===== config.mk =====
export PLATFORM = sky130hd
export DESIGN_NAME = multicycle_ctrl
export DESIGN_NICKNAME = d
export VERILOG_FILES = /design/src/rtl/multicycle_ctrl.sv
export SDC_FILE = /design/constraint.sdc
export NUM_CORES = 1
export LEC_CHECK = 0
export CAP_MARGIN = 20
export CORE_ASPECT_RATIO = 0.9
export CORE_MARGIN = 8
export CORE_UTILIZATION = 45
export DETAILED_ROUTE_END_ITERATION = 10
export GPL_TIMING_DRIVEN = 1
export MAX_ROUTING_LAYER = met4
export PLACE_DENSITY = 0.83
export SETUP_SLACK_MARGIN = 0.1
export SLEW_MARGIN = 20
export SYNTH_ARGS = -nofsm -noshare
export SYNTH_HDL_FRONTEND = slang
export SYNTH_SLANG_ARGS = --single-unit

===== constraint.sdc =====
create_clock -name clk -period 3.7 [get_ports clk]
set_input_delay 0.555 -clock clk [delete_from_list [all_inputs] [get_ports clk]]
set_output_delay 0.555 -clock clk [all_outputs]
set_load 0.01 [all_outputs]

===== src/rtl/multicycle_ctrl.sv =====
// multicycle_ctrl: multicycle RV32 subset control FSM (IF/ID/EX/MEM/WB/TRAP)
// Ports: clk, rst (async, active-high); inst, imem_ack, mem_ready, br_taken in;
//   imem_req, ir_we, pc_we, reg_we, mem_we, mem_re, npc_sel strobes; alu_op,
//   alu_asel, alu_bsel, wb_sel, immgen_op decode; state, sticky fault, instret.
// Macro MEM_HANDSHAKE_EN: MEM waits on mem_ready with a MEM_TIMEOUT bus-fault
//   watchdog; when undefined MEM is a single cycle and mem_ready is ignored.
module multicycle_ctrl #(
    parameter int MEM_TIMEOUT = 15
) (
    input  logic        clk,
    input  logic        rst,
    input  logic [31:0] inst,
    input  logic        imem_ack,
    input  logic        mem_ready,
    input  logic        br_taken,
    output logic        imem_req,
    output logic        ir_we,
    output logic        pc_we,
    output logic        reg_we,
    output logic        mem_we,
    output logic        mem_re,
    output logic [3:0]  alu_op,
    output logic [1:0]  alu_asel,
    output logic [1:0]  alu_bsel,
    output logic [1:0]  wb_sel,
    output logic        npc_sel,
    output logic [2:0]  immgen_op,
    output logic [2:0]  state,
    output logic        fault,
    output logic [31:0] instret
);
    typedef enum logic [2:0] {
        S_IF = 3'd0, S_ID = 3'd1, S_EX = 3'd2, S_MEM = 3'd3, S_WB = 3'd4, S_TRAP = 3'd7
    } state_t;

    state_t st, nx;
    logic [2:0] f3;
    logic is_r, is_i, is_ld, is_st, is_br, is_jal, legal, dec_on, alt;
    logic mem_done, mem_tout;
    logic [3:0] op_raw;
    logic unused_bits;

    assign state = st;
    assign f3 = inst[14:12];
    assign is_r = inst[6:0] == 7'b0110011;
    assign is_i = inst[6:0] == 7'b0010011;
    assign is_ld = inst[6:0] == 7'b0000011;
    assign is_st = inst[6:0] == 7'b0100011;
    assign is_br = inst[6:0] == 7'b1100011;
    assign is_jal = inst[6:0] == 7'b1101111;
    assign legal = is_r | is_i | is_ld | is_st | is_br | is_jal;
    assign dec_on = legal && (st == S_ID || st == S_EX || st == S_MEM || st == S_WB);
    // inst[30] selects sub/sra; immediate ALU ops only honour it for shifts
    assign alt = inst[30] & (is_r | f3 == 3'b101);
    assign unused_bits = ^{inst[31], inst[29:15], inst[11:7]};

    always_comb begin
        case (f3)
            3'b000:  op_raw = {3'b000, alt};
            3'b001:  op_raw = 4'b0111;
            3'b010:  op_raw = 4'b0101;
            3'b011:  op_raw = 4'b0110;
            3'b100:  op_raw = 4'b0100;
            3'b101:  op_raw = {3'b100, alt};
            3'b110:  op_raw = 4'b0011;
            default: op_raw = 4'b0010;
        endcase
    end

    assign alu_op = (dec_on && (is_r || is_i)) ? op_raw : 4'b0000;
    assign alu_asel = !dec_on ? 2'b00 : (is_jal || is_br) ? 2'b10 : 2'b01;
    assign alu_bsel = !dec_on ? 2'b00 : is_r ? 2'b01 : 2'b10;
    assign wb_sel = !dec_on ? 2'b00 : is_ld ? 2'b10 : is_jal ? 2'b11 : 2'b01;
    assign immgen_op = !dec_on ? 3'b000 : is_r ? 3'b000 : is_st ? 3'b010 :
                       is_br ? 3'b011 : is_jal ? 3'b100 : 3'b001;

`ifdef MEM_HANDSHAKE_EN
    logic [3:0] wcnt;
    assign mem_done = mem_ready;
    // the cycle that would make the wait count reach MEM_TIMEOUT faults instead
    assign mem_tout = !mem_ready && wcnt == 4'(MEM_TIMEOUT - 1);

    always_ff @(posedge clk or posedge rst) begin
        if (rst)
            wcnt <= 4'd0;
        else
            wcnt <= (st == S_MEM && !mem_ready) ? wcnt + 4'd1 : 4'd0;
    end
`else
    logic unused_ready;
    assign unused_ready = mem_ready;
    assign mem_done = 1'b1;
    assign mem_tout = 1'b0;
`endif

    always_comb begin
        nx = st;
        imem_req = 1'b0;
        ir_we = 1'b0;
        pc_we = 1'b0;
        reg_we = 1'b0;
        mem_we = 1'b0;
        mem_re = 1'b0;
        npc_sel = 1'b0;
        case (st)
            S_IF: begin
                // reset parks the FSM in IF, so only the fetch strobes need masking
                imem_req = !rst;
                ir_we = imem_ack & !rst;
                nx = imem_ack ? S_ID : S_IF;
            end
            S_ID: nx = legal ? S_EX : S_TRAP;
            S_EX: begin
                pc_we = is_br;
                npc_sel = is_br & br_taken;
                nx = (is_ld || is_st) ? S_MEM : is_br ? S_IF : S_WB;
            end
            S_MEM: begin
                mem_re = is_ld;
                mem_we = is_st;
                pc_we = is_st & mem_done;
                nx = mem_done ? (is_ld ? S_WB : S_IF) : mem_tout ? S_TRAP : S_MEM;
            end
            S_WB: begin
                reg_we = 1'b1;
                pc_we = 1'b1;
                npc_sel = is_jal;
                nx = S_IF;
            end
            S_TRAP: nx = S_TRAP;
            default: nx = S_IF;
        endcase
    end

    always_ff @(posedge clk or posedge rst) begin
        if (rst) begin
            st <= S_IF;
            fault <= 1'b0;
            instret <= 32'd0;
        end else begin
            st <= nx;
            fault <= fault | (nx == S_TRAP);
            if (pc_we)
                instret <= instret + 32'd1;
        end
    end
endmodule


==> results of run 1 <==
[logic make-up (layout without fill, tap and decap cells)]
| logic type | after synthesis | in the layout | synth area share, % |
|---|---|---|---|
| AND/OR/NAND/NOR | 123 | 123 | 36.2 |
| adder cells (fa/ha/maj) | 1 | 1 | 0.591 |
| buffers and inverters | 11 | 84 | 2.42 |
| multiplexers | 2 | 2 | 0.946 |
| AO/OA/AOI/OAI | 11 | 11 | 3.61 |
| XOR/XNOR | 33 | 33 | 13.7 |
| flip-flops | 36 | 36 | 42.6 |
[worst max path at each step]
stage | startpoint | end | slack [ns] | depth (start not counted)
2_1_floorplan | inst[3] | alu_op[0] | 1.24 | 3
3_3_place_gp | inst[3] | alu_op[0] | 0.34 | 5
3_5_place_dp | inst[3] | alu_op[0] | 0.33 | 5
4_1_cts | state[0]$_DFF_PP0_ | alu_op[0] | 0.32 | 5
5_1_grt | state[0]$_DFF_PP0_ | alu_op[0] | 0.18 | 5
6_report | inst[3] | alu_op[0] | 0.32 | 5
[state kept, by name, summed over array words and instances (netlist names)]
| register | flops |
|---|---|
| fault | 1 |
| instret | 32 |
| state | 3 |
[cell usage in the layout (no fill, tap or decap), drive strengths merged, types with 3 or more instances in the layout]
cell type / n
nor2: 13
and4: 4
nand2: 24
clkdlybuf4s50: 70
nor4: 17
buf: 4
clkbuf: 5
nand3: 12
dfrtp: 36
nand4: 6
xor2: 30
nor2b: 5
nor3b: 4
nor3: 15
nand2b: 3
xnor2: 3
and3: 3
nor4b: 5
[power by group through the flow]
stage	clock, W	sequential [W]	combinational (W)
2_1_floorplan	0	0.000497	0.000236
3_3_place_gp	0	0.000526	0.000377
3_5_place_dp	0	0.000528	0.000387
4_1_cts	0.000349	0.000520	0.000389
5_1_grt	0.000367	0.000533	0.000416
6_report	0.000344	0.000523	0.000386
[area by class of cell]
class | count | area (um^2)
Clock buffer | 5 | 68.8
Timing Repair Buffer | 74 | 731
Tap cell | 62 | 77.6
Multi-Input combinational cell | 170 | 1170
Sequential cell | 36 | 901
Fill cell | 387 | 1490
Clock inverter | 3 | 42.5
Inverter | 2 | 7.51
[per-stage QoR]
step | instances | utilization, % | cell area, um^2 | hold WS [ns] | setup WS (ns)
after floorplan | 217 | - | 2120 | 0.504 | 1.24
after global placement | 344 | 64.3 | 2890 | 0.455 | 0.341
after detailed placement | 344 | 64.3 | 2890 | 0.463 | 0.330
after CTS | 352 | 66.8 | 3000 | 0.479 | 0.318
after global routing | 352 | 66.8 | 3000 | 0.499 | 0.181
final | 352 | 66.8 | 3000 | 0.469 | 0.318
[worst max-delay path, delay by kind of cell]
family / cells / cell delay (ns)
simple gates: 2 / 0.99
buf+inv: 2 / 1.05
compound gates: 1 / 0.23
[routing by layer]
layer,wire length [um],share of wire (%)
met1,2630,45
met5,0,0
met4,79,1.3
met3,230,3.9
met2,2920,50
==> results_dict.tcl, run 1 <==
set metrics [dict create \
    antenna_cells 0 \
    synthArstFlopShare_pct 100 \
    r2r_cells 5 \
    first_pass_iters 4 \
    netSwitchingPower_w 0.000438 \
    finalSetupViolCount 0 \
    syn_area_um2 2120 \
    clock_power_share_pct 27.5 \
    drive_gt1_share_pct 8.62 \
    nets 327 \
    wl_per_cell_um 16.6 \
    synth_edf_count 0 \
    core-area_um2 4490 \
    grt_use_total_pct 17.1 \
    hp-start "instret[31]$_DFFE_PP0P_" \
    combPwrFrac_pct 30.8 \
    power.internal_w 0.000816 \
    run_status "finished, final reports clean" \
    worstMarginPinSlew_ns 0.671 \
    top_usage_layer "met2" \
    fmax_mhz 296 \
    relSlewSlack_pct 55.1 \
    post_cts_buffers 0 \
    arrival_ns 2.83 \
    wl_mm 5.86 \
    worst_clock_skew_ns 0.00259 \
    drv_slew 0 \
    grt_max_degree 37 \
    die_w_um 88.3 \
    yosysSeqAreaShare_pct 42.6 \
    grt-ovfl-total 0 \
    period_share_pct 91.4 \
    crit_top_cell "clkdlybuf4s50_1" \
    gp_congestion 0.857 \
    pwr-share-seq_pct 41.7 \
    cts_tree "done" \
    startpoint_type "input port" \
    htreeDepth 2 \
    vias_per_cell 5.55 \
    clk_pin_slew_ns 0.07 \
    irDropWorstVdd_mv 0.288 \
    initial_core_util_pct 47.1 \
    worstPathRequired_ns 3.14 \
    switching_share_pct 34.9 \
    use_met3_pct 3.13 \
    synthDistinctLibCells 44 \
    synth_seq_cells 36 \
    syn-num-nets 255 \
    power.leakage_nw 1.32 \
    synth_area_leaders "dfrtp_1, xor2_1, nand2_1" \
    portBuffers 70 \
    cp-end-kind "output port" \
    antenna_found_initial 0 \
    gr-usage-met2_pct 27.5 \
    cap_viol_max_count 0 \
    critPathMaxFanout 6 \
    rsz0062_at_grt "no" \
    power.total_w 0.00125 \
    whs_endpoint "instret[31]$_DFFE_PP0P_" \
    path_cells "clkdlybuf4s50_1, nand4bb_1, or4b_2, a211oi_1, clkdlybuf4s50_1" \
    syn_inst 217 \
    r2r-start "state[1]$_DFF_PP0_" \
    holdPathStages 1 \
    synth_largest_area_cell "dfrtp_1" \
    area_growth_pct 41.8 \
    ys_warn_count 0 \
    clock-root-buffer "clkbuf_8" \
    hold_viol 0 \
    synth_common_cells "dfrtp_1, xor2_1, nand2_1, nor3_1, nor4_1" \
    cts_resized 0 \
    synth.most_common_cell "dfrtp_1" \
    fin_setup_tns_ns 0 \
    cpMaxStageDelayCell "or4b_2" \
    postSynthAreaPerCell_um2 9.75 \
    crit_type "input port to output port" \
    dp_hpwl_mm 4.24 \
    die_h_um 81.1 \
    synth_top_area_share_pct 42.6 \
    r2r_slack_ns 1.64 \
    powerDensity_nw_per_um2 418 \
    yosys_most_used_dff "dfrtp_1" \
    die_area_um2 7160 \
    cts.sinks 36 \
    grt_pass1_wl_mm 9.52 \
    cts_buffer_depth 2 \
    clk_latency_ns 0.29 \
    vias 1955 \
    min_period_ns 3.38 \
    hp-class "register to register" \
    drtAntennaViolNets 0 \
    dr.first_iter.drc_count 112 \
    use_met1_pct 21.4 \
    ioPinCount 93 \
    num_rows 23 \
    max_stage_delay_ns 0.73 \
    drc 0 \
    cts_made_buffers 5 \
    postCtsHoldBufs 0 \
    grt_pass1_vias 1881 \
    r2r_end "instret[8]$_DFFE_PP0P_" \
]
No activity file was read; power rests on OpenSTA's default activity.
==> run 2: changes to the inputs <==
Settings changed: ABC_AREA set to 1, PLACE_DENSITY 0.83 to 0.78.
==> results_dict.tcl, run 2 <==
set metrics [dict create \
    top_register "instret" \
    post_cts_buffers 0 \
    multi_input_area_um2 1510 \
    combPwrFrac_pct 4.7 \
    drc 0 \
    synth_area_leaders "dfrtp_1, nand2_1, nor2_1" \
    syn_inst 413 \
    cp-end-kind "output port" \
    gp_congestion 0.920 \
    worst_clock_skew_ns 0.00744 \
    die_h_um 88.5 \
    vias 2806 \
    cts_made_buffers 5 \
    relSlewSlack_pct 69.5 \
    run_status "finished, final reports clean" \
    ioPinCount 93 \
    postSynthAreaPerCell_um2 6.37 \
    nets 525 \
    largest_reg_flops 32 \
    die_w_um 96.6 \
    period_share_pct 88.1 \
    fin_setup_tns_ns 0 \
    synth_common_cells "nand2_1, nor2_1, inv_1, dfrtp_1, nand3_1" \
    worstPathRequired_ns 3.14 \
    powerDensity_nw_per_um2 259 \
    path_cells "clkdlybuf4s50_1, nand2_1, nor2_1, o211ai_1, nand2_1, nand4_1, nor2_1, clkdlybuf4s50_1" \
    switching_share_pct 18.7 \
    num_rows 26 \
    finalSetupViolCount 0 \
    register_area_um2 901 \
    hold_viol 0 \
    grt_max_degree 37 \
    rsz0062_at_grt "no" \
    drtAntennaViolNets 0 \
    yosysSeqAreaShare_pct 34.3 \
    first_pass_iters 5 \
    worstMarginPinSlew_ns 0.455 \
    ys_warn_count 0 \
    layout_common_cells "nand2_1, clkdlybuf4s50_1, nor2_1" \
    critPathMaxFanout 5 \
    cpMaxStageDelayCell "clkdlybuf4s50_1" \
    drv_slew 0 \
    synth_largest_area_cell "dfrtp_1" \
    power.leakage_nw 1.68 \
    synth_edf_count 0 \
    syn_area_um2 2630 \
    netSwitchingPower_w 0.000172 \
    final_common_cell "nand2_1" \
    max_stage_delay_ns 0.56 \
    clk_pin_slew_ns 0.08 \
    power.internal_w 0.000749 \
    antenna_cells 0 \
    path_buf_inv 2 \
    wl_mm 7.87 \
    startpoint_type "input port" \
    wl_per_cell_um 14.1 \
    whs_ns 0.474 \
    dp_hpwl_mm 6.39 \
    syn-num-nets 451 \
    power.total_w 0.000922 \
    n_fill_cell 541 \
    clock_power_share_pct 52.6 \
    drive_gt1_share_pct 7.17 \
    cap_viol_max_count 0 \
    vias_per_cell 5.03 \
    synth_seq_cells 36 \
    synthArstFlopShare_pct 100 \
    synth.most_common_cell "nand2_1" \
    die_area_um2 8550 \
    postCtsHoldBufs 0 \
    synthDistinctLibCells 29 \
    core-area_um2 5660 \
    fmax_mhz 307 \
    cts_resized 0 \
    grt-ovfl-total 0 \
    htreeDepth 2 \
    cts_tree "done" \
    grt_pass1_wl_mm 13.1 \
    cts_buffer_depth 2 \
    dr.first_iter.drc_count 129 \
    min_period_ns 3.26 \
    irDropWorstVdd_mv 0.253 \
    grt_use_total_pct 20.2 \
    cts.sinks 36 \
    arrival_ns 2.71 \
    hp-class "register to register" \
    antenna_found_initial 0 \
    initial_core_util_pct 46.5 \
    path_delay_family "buffers and inverters" \
    synth_top_area_share_pct 34.3 \
    area_growth_pct 35.3 \
    crit_type "input port to output port" \
    clk_latency_ns 0.29 \
    yosys_most_used_dff "dfrtp_1" \
    pwr-share-seq_pct 42.6 \
    clock-root-buffer "clkbuf_8" \
    grt_pass1_vias 2688 \
    portBuffers 70 \
]
run 2: cell types whose count changed after synthesis, sizes merged, moves of 9 or more:
cell / delta
nand2: +148
nor4: -17
inv: +48
o21ai: +13
xor2: -21
nor2: +51
nand3: +9
run 2: power groups by stage:
| stage | sequential [W] | combinational [W] | clock, W |
|---|---|---|---|
| floorplan | 0.000401 | 0.0000198 | 0 |
| global placement | 0.000401 | 0.0000431 | 0 |
| detailed placement | 0.000401 | 0.0000444 | 0 |
| CTS | 0.000393 | 0.0000444 | 0.000496 |
| global route | 0.000393 | 0.0000490 | 0.000510 |
| finish | 0.000393 | 0.0000436 | 0.000485 |
run 2: cells by family (layout without fill, tap and decap cells):
family          Yosys count  in the layout  synth area share [%]
compound gates           23             23                  4.95
fa+ha+maj                 1              1                 0.476
buf+inv                  55            130                  8.47
simple gates            283            283                  46.9
flops                    36             36                  34.3
xor+xnor                 15             15                  5.00
run 2: per-stage QoR:
stage | area (um^2) | setup WS, ns | std cells | util (%)
detailed placement | 3400 | 0.474 | 550 | 60.0
floorplan | 2630 | 1.72 | 413 | -
global placement | 3400 | 0.556 | 550 | 60.0
global route | 3560 | 0.317 | 558 | 62.8
CTS | 3560 | 0.456 | 558 | 62.8
finish | 3560 | 0.440 | 558 | 62.8
run 2: final timing paths:
check / slack [ns] / to / startpoint / depth (start not counted)
max: 0.44 / alu_op[2] / inst[5] / 8
max in group asynchronous: 2.66 / instret[1]$_DFFE_PP0P_ / rst / 3
min: 0.47 / fault$_DFF_PP0_ / fault$_DFF_PP0_ / 2
max reg2reg: 1.79 / instret[14]$_DFFE_PP0P_ / state[0]$_DFF_PP0_ / 7
min in group asynchronous: 0.72 / state[0]$_DFF_PP0_ / rst / 3
min reg2reg: 0.47 / fault$_DFF_PP0_ / fault$_DFF_PP0_ / 2
run 2: worst min-delay path, cell delays in order (launching register included):
cell and delay (ns):
dfrtp_1 0.36, inv_1 0.04, nand2_1 0.05
run 2: metal layers:
metal	global-route usage [%]	wire length, um	vias up
met1	27.0	3750	1285
met2	31.4	3610	82
li1	-	-	1435
met5	-	0	-
met3	2.80	430	4
met4	4.40	76	0
run 2: final cells by class:
class,count,area share (%)
multi-input combinational,322,42.3
sequential,36,25.3
timing repair buffer,72,20.1
inverter,50,5.28
clock inverter,3,2.53
tap,70,2.46
clock buffer,5,1.93
==> run 3: changes to the inputs <==
Settings changed: CORE_MARGIN 8 to 4.
==> results_dict.tcl, run 3 (same netlist as run 2, synthesis figures left out) <==
set metrics [dict create \
    run_status "finished, final reports clean" \
    hp-class "register to register" \
    clk_pin_slew_ns 0.07 \
    cts_tree "done" \
    pwr-share-seq_pct 53.6 \
    worstMarginPinSlew_ns 0.476 \
    fmax_mhz 320 \
    htreeDepth 2 \
    clk_latency_ns 0.29 \
    grt_pass1_vias 2551 \
    power.leakage_nw 1.66 \
    grt_max_degree 37 \
    drive_gt1_share_pct 7.17 \
    core-area_um2 5660 \
    hold_viol 0 \
    layout_common_cells "nand2_1, clkdlybuf4s50_1, nor2_1" \
    gp_congestion 0.952 \
    wl_per_cell_um 13.0 \
    num_rows 26 \
    cap_viol_max_count 0 \
    cts.sinks 36 \
    dr.first_iter.drc_count 110 \
    clock-root-buffer "clkbuf_8" \
    largest_reg_flops 32 \
    drtAntennaViolNets 0 \
    cts_made_buffers 5 \
    r2r-start "state[0]$_DFF_PP0_" \
    switching_share_pct 23.5 \
    finalSetupViolCount 0 \
    clock_power_share_pct 40.4 \
    portBuffers 70 \
    final_common_cell "nand2_1" \
    grt_pass1_wl_mm 12.3 \
    powerDensity_nw_per_um2 210 \
    crit_type "input port to output port" \
    min_period_ns 3.13 \
    initial_core_util_pct 46.5 \
    cp-end-kind "output port" \
    top_register "instret" \
    wl_mm 7.27 \
    antenna_found_initial 0 \
    drc 0 \
    nets 525 \
    relSlewSlack_pct 68.3 \
    netSwitchingPower_w 0.000172 \
    irDropWorstVdd_mv 0.194 \
    rsz0062_at_grt "no" \
    worst_clock_skew_ns 0.00972 \
    vias 2745 \
    power.internal_w 0.000561 \
    cts_resized 0 \
    whs_ns 0.476 \
    area_growth_pct 32.7 \
    worstPathRequired_ns 3.14 \
    die_h_um 80.5 \
    combPwrFrac_pct 6.0 \
    crit_start "inst[4]" \
    die_area_um2 7130 \
    fin_cells 558 \
    post_cts_buffers 0 \
    dp.cells 550 \
    arrival_ns 2.57 \
    vias_per_cell 4.92 \
    antenna_cells 0 \
    first_pass_iters 4 \
    die_w_um 88.6 \
    final_util_pct 61.7 \
    period_share_pct 84.5 \
    grt-ovfl-total 0 \
    grt_use_total_pct 22.6 \
    drv_slew 0 \
    fin_setup_tns_ns 0 \
    critPathMaxFanout 4 \
    dp_hpwl_mm 5.81 \
    postCtsHoldBufs 0 \
    startpoint_type "input port" \
    cts_buffer_depth 2 \
    ioPinCount 93 \
    hp-start "fault$_DFF_PP0_" \
]
==> run 3: worst max-delay path: stages <==
cell             delay [ns]
clkdlybuf4s50_1        0.48
inv_2                  0.09
nand2_1                0.09
nor2_1                 0.13
o211ai_1               0.19
nand2_1                0.17
nand4_1                0.18
nor2_1                 0.13
clkdlybuf4s50_1        0.54
==> run 3: power groups by stage <==
stage          clock network, W   logic, W  registers, W
3_3_place_gp                  0  0.0000430      0.000401
5_1_grt                0.000320  0.0000489      0.000393
3_5_place_dp                  0  0.0000441      0.000401
6_report               0.000296  0.0000437      0.000393
2_1_floorplan                 0  0.0000198      0.000401
4_1_cts                0.000305  0.0000442      0.000393
==> run 3: cell type report <==
cell class                 instances  area (um^2)
tap                               70         87.6
timing repair buffer              72          716
multi-input combinational        322         1510
clock inverter                     2         10.0
inverter                          50          188
fill                             552         2170
clock buffer                       6         82.6
sequential                        36          901
==> run 3: routing by layer <==
metal	vias up	routed length (um)	GRT usage, %
met5	-	0	-
met2	66	3240	33.9
li1	1430	-	-
met3	4	323	2.77
met4	0	39	3.63
met1	1245	3660	33.1
==> run 3: final timing paths <==
path | slack [ns] | endpoint | depth (start not counted)
max in group asynchronous | 2.63 | instret[24]$_DFFE_PP0P_ | 3
min in group asynchronous | 0.73 | instret[8]$_DFFE_PP0P_ | 3
min | 0.48 | fault$_DFF_PP0_ | 2
min reg2reg | 0.48 | fault$_DFF_PP0_ | 2
max reg2reg | 1.81 | instret[16]$_DFFE_PP0P_ | 7
max | 0.57 | alu_op[1] | 9
==> run 3: per-stage QoR <==
stage	area (um^2)	power (W)	setup slack, ns
6_report	3490	0.000733	0.573
5_1_grt	3490	0.000761	0.317
4_1_cts	3490	0.000743	0.562
3_5_place_dp	3400	0.000445	0.568
3_3_place_gp	3400	0.000444	0.582
2_1_floorplan	2630	0.000421	1.72
